<file path="config.mk">
export PLATFORM = sky130hd
export DESIGN_NAME = truth_table_sweeper
export DESIGN_NICKNAME = d
export VERILOG_FILES = /design/src/rtl/truth_table_sweeper.sv
export SDC_FILE = /design/constraint.sdc
export NUM_CORES = 1
export LEC_CHECK = 0
export ABC_AREA = 1
export CORE_MARGIN = 2
export CORE_UTILIZATION = 35
export CTS_CLUSTER_DIAMETER = 30
export DETAILED_ROUTE_END_ITERATION = 10
export PLACE_DENSITY = 0.58
export SYNTH_ARGS = -nofsm -noshare
export SYNTH_HDL_FRONTEND = slang
export SYNTH_SLANG_ARGS = --single-unit
</file>
<file path="constraint.sdc">
create_clock -name clock -period 3.7 [get_ports clock]
set_clock_uncertainty 0.15 [all_clocks]
set_input_delay 0.74 -clock clock [delete_from_list [all_inputs] [get_ports clock]]
set_output_delay 0.74 -clock clock [all_outputs]
set_load 0.05 [all_outputs]
</file>
<file path="src/rtl/truth_table_sweeper.sv">
// rtl/truth_table_sweeper.sv - sweeps all rows of an N-variable truth table, one per clock
// Presents each row with its function value and a running count of true rows.
module truth_table_sweeper #(
  parameter int N    = 2,
  parameter int ROWS = 2**N
) (
  input  logic            clock,
  input  logic            reset,
  input  logic            start,
  input  logic            mode,
  input  logic [ROWS-1:0] tt,
  input  logic            hold,
  output logic            busy,
  output logic            valid,
  output logic [N-1:0]    vars,
  output logic            s,
  output logic [N:0]      ones,
  output logic            done
);

  typedef enum logic [1:0] {IDLE, SWEEP, FINISH} state_t;

  state_t          state;
  logic [ROWS-1:0] tt_q;
  logic            mode_q;
  logic [N-1:0]    nxt;
  logic            f_nxt;
  logic            f_first;

  assign nxt     = vars + N'(1);
  // A set mask bit marks a 0 row in maxterm mode, hence the XOR with mode.
  assign f_nxt   = tt_q[nxt] ^ mode_q;
  assign f_first = tt[0] ^ mode;

  always_ff @(posedge clock) begin
    if (reset) begin
      state  <= IDLE;
      tt_q   <= '0;
      mode_q <= 1'b0;
      busy   <= 1'b0;
      valid  <= 1'b0;
      vars   <= '0;
      s      <= 1'b0;
      ones   <= '0;
      done   <= 1'b0;
    end else begin
      case (state)
        IDLE: begin
          done <= 1'b0;
          if (start) begin
            state  <= SWEEP;
            tt_q   <= tt;
            mode_q <= mode;
            busy   <= 1'b1;
            valid  <= 1'b1;
            vars   <= '0;
            s      <= f_first;
            ones   <= (N+1)'(f_first);
          end
        end
        SWEEP: begin
          if (!hold) begin
            if (vars == N'(ROWS-1)) begin
              state <= FINISH;
              valid <= 1'b0;
              s     <= 1'b0;
              done  <= 1'b1;
            end else begin
              vars <= nxt;
              s    <= f_nxt;
              ones <= ones + (N+1)'(f_nxt);
            end
          end
        end
        FINISH: begin
          state <= IDLE;
          done  <= 1'b0;
          busy  <= 1'b0;
        end
        default: state <= IDLE;
      endcase
    end
  end

endmodule

</file>
# After elaboration in Yosys (flattened, before gate mapping)
# Index checks and enable logic that the tools add are counted.
word_totals:
  latch_bits: 0
  mem_count: 0
  ff_bits: 16
  elab_cells: 59
  mem_bits_rw: 0
  rom_bits: 0
  output_inout_bits: 9
  in_bits: 9
op_classes:
  n_shift: 0
  mux: 26
  addsub: 2
  magnitude_cmp: 1
  bitwise: 2
  mul: 0
  n_eq_ne: 7
  n_div: 0
  reduce_logical: 12
op_table:
  columns: ["cell", "count"]
  rows:
  - ["$mux W2", 6]
  - ["$mux W1", 9]
  - ["$mux W3", 3]
  - ["$reduce_and A3 Y1", 3]
  - ["$ne A2 B2 Y1 const B", 4]
  - ["$pmux W1 S2", 4]
  - ["$pmux W2 S2", 2]
  - ["$reduce_and A4 Y1", 2]
  - ["$pmux W3 S2", 1]
  - ["$reduce_bool A2 Y1", 3]
  - ["$eq A2 B2 Y1 const B", 2]
  - ["$reduce_and A2 Y1", 2]
  - ["$add A3 B1 Y3", 1]
  - ["$lt A2 B3 Y1 const B", 1]
  - ["$add A2 B1 Y2 const B", 1]
  - ["$bmux W1 S2", 1]
  - ["$eq A2 B1 Y1 const B", 1]
  - ["$logic_not A2 Y1", 1]
  - ["$reduce_or A2 Y1", 1]
  - ["$xor A1 B1 Y1", 2]

# Depth between registers and ports, before layout
# Gate-level depths: netlist (run 1).
logic_depth:
  word_depth: 8
  depth_mapped: 11
  ltp_nobuf: 11

# Worst setup path before layout (run 1)
# OpenSTA, ideal clock, no wires.
synth_timing:
  path_type: "register to register"
  start: "register vars[0]"
  end: "register ones[2]"
  n_path_buf: 0
  setup_time_ns: 0.119
  t_arrival_ns: 2.024
  path_slack_ns: 1.407
  period_less_slack_ns: 2.293
  required_ns: 3.431
  path_stages_with_launch: 12
  path_cell_list: "dfxtp_1 -> ha_1 -> inv_1 -> nand3_1 -> nand2_1 -> nand2_1 -> and2_1 -> ha_1 -> ha_1 -> xor2_1 -> nand4_1 -> a21oi_1"
synth_between:
  elab_chain_len: 8
  word_cells_on_any_way: 11
  cone_classes: "add/sub (2); eq/ne (2); mux (5); bitwise (1); reduce/logical (1)"
synth_lines:
  columns: ["item", "line_no", "rtl"]
  rows:
  - ["start, declared", "15", "output logic [N-1:0] vars,"]
  - ["start signal, assigned", "69", "vars <= nxt;"]
  - ["$add A2 B1 Y2", "30", "assign nxt = vars + N'(1);"]
  - ["$bmux W1 S2", "32", "assign f_nxt = tt_q[nxt] ^ mode_q;"]
  - ["$mux W1 (not written as such)", "32", null]
  - ["$xor A1 B1 Y1", "32", null]
  - ["$add A3 B1 Y3", "71", "ones <= ones + (N+1)'(f_nxt);"]
  - ["$mux W3", "63", "if (vars == N'(ROWS-1)) begin"]
  - ["$mux W3", "62", "if (!hold) begin"]
  - ["$pmux W3 S2", "47", "case (state)"]
  - ["end signal, assigned", "58", "ones <= (N+1)'(f_first);"]
  - ["end signal, assigned", "71", null]
  - ["end, declared", "17", "output logic [N:0] ones,"]
# Parallel ways exist; a longest one is shown, timed or not. The select of a mux whose other input is x is not followed.
# A chain may end at the register's enable or synchronous reset.

# Worst setup path in the final report (run 1)
layout_timing:
  start: "register vars[0]"
  end: "output port vars[0]"
# No word-level cell between the ends.

==> results of run 1 <==
registers in the layout (all words and copies together), names as in the netlist:
signal and flops:
busy 1, done 1, mode_q 1, ones 3
s 1, state 2, tt_q 4, valid 1
vars 2
metrics by stage:
| stage | hold WS (ns) | total power [mW] | worst slack (ns) | utilization [%] |
|---|---|---|---|---|
| 2_1_floorplan | 0.294 | 0.252 | 1.41 | - |
| 6_report | 0.322 | 0.390 | 1.28 | 48.7 |
| 3_3_place_gp | 0.310 | 0.279 | 1.53 | 46.8 |
| 4_1_cts | 0.326 | 0.398 | 1.25 | 48.7 |
| 5_1_grt | 0.352 | 0.416 | 1.22 | 48.7 |
| 3_5_place_dp | 0.310 | 0.279 | 1.50 | 46.8 |
cells by family (layout without fill, tap and decap cells):
family                     after synthesis  after routing  synth area share, %
buffers and inverters                   13             32                 7.30
adders and majority gates                3              3                 5.09
AOI/OAI and AO/OA                       20             20                 16.1
xor gates and xnor gates                 1              1                 1.19
DFF                                     16             16                 43.5
and+or+nand+nor                         46             46                 26.8
layout by cell type, fill, tap and decap left out, drive strengths merged:
cell type      count
nand2             24
clkdlybuf4s50     17
dfxtp             16
nor2              11
a21oi             10
o21ai             10
inv                9
nand3              8
clkbuf             4
ha                 3
clkinv             2
and2               1
or2                1
xor2               1
nand4              1
how the worst min path moves through the flow:
| stage | slack [ns] | depth (start not counted) | end |
|---|---|---|---|
| 6_report | 0.32 | 2 | valid$_SDFFE_PP0P_ |
| 4_1_cts | 0.33 | 2 | valid$_SDFFE_PP0P_ |
| 2_1_floorplan | 0.29 | 2 | mode_q$_SDFFE_PP0P_ |
| 5_1_grt | 0.35 | 2 | done$_SDFFE_PP0P_ |
| 3_3_place_gp | 0.31 | 2 | busy$_SDFFE_PP0P_ |
| 3_5_place_dp | 0.31 | 2 | valid$_SDFFE_PP0P_ |
where the power goes:
part | internal, mW | switching (mW)
Combinational | 0.0327 | 0.0516
Sequential | 0.183 | 0.00664
Clock | 0.0599 | 0.0559
Total | 0.276 | 0.114
cell type report:
type	count	share of cell area, %
Timing Repair Buffer	17	17.6
Tap cell	27	3.50
Clock buffer	4	3.76
Sequential cell	16	33.2
Multi-Input combinational cell	70	37.6
Inverter	11	4.28
routing by layer:
metal  vias to the layer above  part of all wire (%)  GRT usage (%)
met3                         4                   4.0           3.94
met4                         0                   1.8           6.94
met1                       288                    47           16.0
met5                         -                     0              0
li1                        356                     -              -
met2                        12                    47           21.6
==> impl_metrics.toml, run 1 <==
[critical_path]
crit_family = "buffers and inverters"
regToRegSetupSlack_ns = 1.64
cp_max_fo = 5
crit_path_start = "vars[0]$_SDFFE_PP0P_"
end_kind = "output port"
reg2regPathDepth = 11
cp_cell_sequence = "clkdlybuf4s50_1"
cp_slowest_cell = "clkdlybuf4s50_1"
cp.required_ns = 2.81
cpPeakStageDelay_ns = 0.83
crit_arrival_ns = 1.53
r2r_start = "vars[0]$_SDFFE_PP0P_"
r2r_end = "ones[2]$_SDFFE_PP0P_"
start_kind = "register"
cp.depth = 1
worst-path-buf-inv = 1
crit_type = "register to output port"
endpoint = "vars[0]"

[final_layout]
drive_above_1_share_pct = 10.2
fillerInstances = 200
num-nets-final = 131
syn_to_final_growth_pct = 30.9
stdcell_area_um2 = 965
fin_cells = 145
regArea_um2 = 320
antennaDiodeCount = 0
multi_input_area_um2 = 363

[floorplanning]
die_w_um = 49.9
die_h_um = 49.9
core_um2 = 1980
dieArea_um2 = 2490
start_util_pct = 37.2
io_pins = 18
std_cell_rows = 16

[timing]
worst_slew_pin_slew_ns = 0.509
grt_setup_unrepaired = "no"
fmax_mhz = 414
setup_viol = 0
post-route-min-period_ns = 2.42
slew_violations = 0
finalCritPeriodShare_pct = 65.3
fin_tns_setup_ns = 0
relSlewSlack_pct = 66.0
finalHoldViolCount = 0

[power_and_ir_drop]
peakVddDrop_mv = 0.200
p_leak_nw = 0.406
p_per_area_nw_per_um2 = 404

[routing]
drt_iter0_markers = 5
ant_nets = 0
drt-vias-per-instance = 4.55
vias = 660
route.detailed.drc = 0
drt_wl_total_um = 1420
wire_per_inst_um = 9.77
dr.pass1.iters = 4

[logic_synthesis]
synth_area_um2 = 737
synth_common_cells = "nand2_1 (21), dfxtp_1 (16), nor2_1 (11)"
syn_inst = 99
synth_top_cell_by_area = "dfxtp_1"
yosysTopAreaCellShare_pct = 43.5
ys.flop_type = "dfxtp_1"
synth_cell_types = 20
async_flop_share_pct = 0
synth_sequential_area_ratio_pct = 43.5
yosys-top-cells-area = "dfxtp_1 (43%), nand2_1 (11%), nor2_1 (5.6%), a21oi_1 (5.4%), nand3_1 (5.4%)"
synth_nets = 111
yosysWarnings = 0
synthMostInstantiatedCell = "nand2_1"
ys_seq_elements = 16
synth.avg_cell_area_um2 = 7.44
synth_edf_count = 0

[clocking]
cts_buffers = 3
h-tree-depth = 1
cts-root-buf = "clkbuf_4"
clk_latency_ns = 0.29
tritoncts = "built"
ctsResizeCount = 0
cts_buffer_depth = 2
cts_sinks = 16
post_cts_buffers = 0
postCtsHoldBufs = 0
path_clk_slew_ns = 0.09

[global_routing]
grt_pass1_vias = 625
grt_max_degree = 12
gr-usage-all-layers_pct = 13.4
grt_pass1_wl_um = 2540
antenna_found_initial = 0
grt_overflow_total = 0

[hold_path]
hp-class = "register to register"
min-delay-start = "valid$_SDFFE_PP0P_"

[placement]
port_buffers = 17
dp.cells = 141
placedInstanceArea_um2 = 928
gp_congestion = 0.810
dpl.hpwl_um = 1100

[outcome]
outcome = "complete, no violations"

[job]
maxCapViolCount = 0
Power figures use the tool's default switching activity.
==> run 2, diff against run 1 <==
--- a/config.mk
+++ b/config.mk
@@ -10,7 +10,7 @@
 export CORE_UTILIZATION = 35
 export CTS_CLUSTER_DIAMETER = 30
 export DETAILED_ROUTE_END_ITERATION = 10
-export PLACE_DENSITY = 0.58
+export PLACE_DENSITY = 0.6
 export SYNTH_ARGS = -nofsm -noshare
 export SYNTH_HDL_FRONTEND = slang
 export SYNTH_SLANG_ARGS = --single-unit
==> constraint.sdc (replaced) <==
create_clock -name clock -period 2 [get_ports clock]
set_clock_uncertainty 0.15 [all_clocks]
set_input_delay 0.4 -clock clock [delete_from_list [all_inputs] [get_ports clock]]
set_output_delay 0.4 -clock clock [all_outputs]
set_load 0.05 [all_outputs]
==> impl_metrics.toml, run 2 (synthesis gave the netlist of run 1 again) <==
[timing]
setup_viol = 0
fmax_mhz = 522
finalCritPeriodShare_pct = 95.9
relSlewSlack_pct = 82.6
grt_setup_unrepaired = "yes"
slew_violations = 0
post-route-min-period_ns = 1.92
finalHoldViolCount = 0
fin_tns_setup_ns = 0
worst_slew_pin_slew_ns = 0.261

[power_and_ir_drop]
p_per_area_nw_per_um2 = 692
p_leak_nw = 0.431
finalPower_mw = 0.697
peakVddDrop_mv = 0.548

[routing]
dr.pass1.iters = 4
drt-vias-per-instance = 4.69
wire_per_inst_um = 10.3
drt_wl_total_um = 1530
ant_nets = 0
drt_iter0_markers = 10
route.detailed.drc = 0
vias = 694

[final_layout]
drive_above_1_share_pct = 26.4
antennaDiodeCount = 0
stdcell_area_um2 = 1010
final_core_util_pct = 50.8
num-nets-final = 134
fin_cells = 148
largest_reg_flops = 4
most-common-layout-cells = "nand2_1 (21), dfxtp_1 (14), buf_4 (12)"
regMostFlops = "tt_q"
top_regs = "tt_q (4), ones (3)"
layout_commonest_cell = "nand2_1"
syn_to_final_growth_pct = 36.7

[clocking]
clk_latency_ns = 0.29
cts-root-buf = "clkbuf_4"
cts_sinks = 16
path_clk_slew_ns = 0.09
h-tree-depth = 1
postCtsHoldBufs = 0
cts_buffers = 3
cts_buffer_depth = 2
tritoncts = "built"

[placement]
port_buffers = 17
dp.cells = 143
dpl.hpwl_um = 1160
gp_congestion = 0.851
placedInstanceArea_um2 = 941

[global_routing]
grt_max_degree = 11
grt_overflow_total = 0
grt_pass1_wl_um = 2480
antenna_found_initial = 0
gr-usage-all-layers_pct = 13.1
grt_pass1_vias = 598

[floorplanning]
die_w_um = 49.9
dieArea_um2 = 2490
io_pins = 18
std_cell_rows = 16
core_um2 = 1980
start_util_pct = 37.2
die_h_um = 49.9

[outcome]
outcome = "complete, no violations"

[hold_path]
min-delay-start = "valid$_SDFFE_PP0P_"
holdPathStages = 2
min_to = "valid$_SDFFE_PP0P_"
hp-class = "register to register"

[critical_path]
cp_cell_sequence = "ha_4 > nand3_2 > nand2_1 > nand2_1 > and2_1 > ha_2 > ha_4 > xor2_2 > nand4_1 > a21oi_1"
end_kind = "register"
r2r_start = "vars[0]$_SDFFE_PP0P_"
cp_slowest_cell = "dfxtp_4"
cp.required_ns = 2.07
start_kind = "register"
reg2regPathDepth = 10
crit_type = "register to register"
r2r_end = "ones[2]$_SDFFE_PP0P_"
cp_max_fo = 5
cpPeakStageDelay_ns = 0.38
crit_arrival_ns = 1.99
regToRegSetupSlack_ns = 0.08

[job]
maxCapViolCount = 0
run 2: how the worst max path moves through the flow:
| stage | startpoint | end | slack, ns | depth (start not counted) |
|---|---|---|---|---|
| after floorplan | vars[0]$_SDFFE_PP0P_ | ones[2]$_SDFFE_PP0P_ | 0.05 | 11 |
| after global placement | vars[0]$_SDFFE_PP0P_ | ones[2]$_SDFFE_PP0P_ | 0.11 | 10 |
| after detailed placement | vars[0]$_SDFFE_PP0P_ | ones[2]$_SDFFE_PP0P_ | 0.07 | 10 |
| after CTS | vars[0]$_SDFFE_PP0P_ | ones[2]$_SDFFE_PP0P_ | 0.04 | 10 |
| after global routing | vars[0]$_SDFFE_PP0P_ | ones[2]$_SDFFE_PP0P_ | -0.02 | 10 |
| final | vars[0]$_SDFFE_PP0P_ | ones[2]$_SDFFE_PP0P_ | 0.08 | 10 |
run 2: critical path, delay by kind of cell, from the launching register on:
kind | cells | cell delay, ns
and+or+nand+nor | 5 | 0.44
xor gates and xnor gates | 1 | 0.11
DFF | 1 | 0.38
AOI/OAI and AO/OA | 1 | 0.15
adders and majority gates | 3 | 0.62
run 2: what timing repair did:
action / 4_1_cts / 5_1_grt
setup endpoints to repair: 0 / 1
buffers inserted: 0 / 1
resized for setup: 0 / 7
run 2: stage by stage:
step           setup WS (ns)  hold WS (ns)
2_1_floorplan         0.0465         0.294
3_3_place_gp           0.111         0.301
3_5_place_dp          0.0711         0.310
4_1_cts               0.0382         0.323
5_1_grt              -0.0213         0.344
6_report              0.0827         0.319
run 2: metal layers:
metal / GRT usage (%) / vias up / routed length, um
met4: 2.78 / 0 / 10
met3: 5.45 / 2 / 79
met2: 21.8 / 16 / 703
met1: 15.6 / 309 / 734
li1: - / 367 / -
met5: 0 / - / 0
run 2: report_power, final:
part	switching (mW)	leakage, nW	internal, mW	total, mW
combinational	0.101	0.283	0.0650	0.166
sequential	0.0141	0.133	0.337	0.351
clock	0.103	0.0150	0.0775	0.180
total	0.218	0.431	0.480	0.697
run 2: area by class of cell:
type / count / area [um2]
Inverter: 11 / 41.3
Tap cell: 27 / 33.8
Timing Repair Buffer: 20 / 170
Fill cell: 204 / 975
Multi-Input combinational cell: 70 / 408
Clock buffer: 4 / 26.3
Sequential cell: 16 / 328
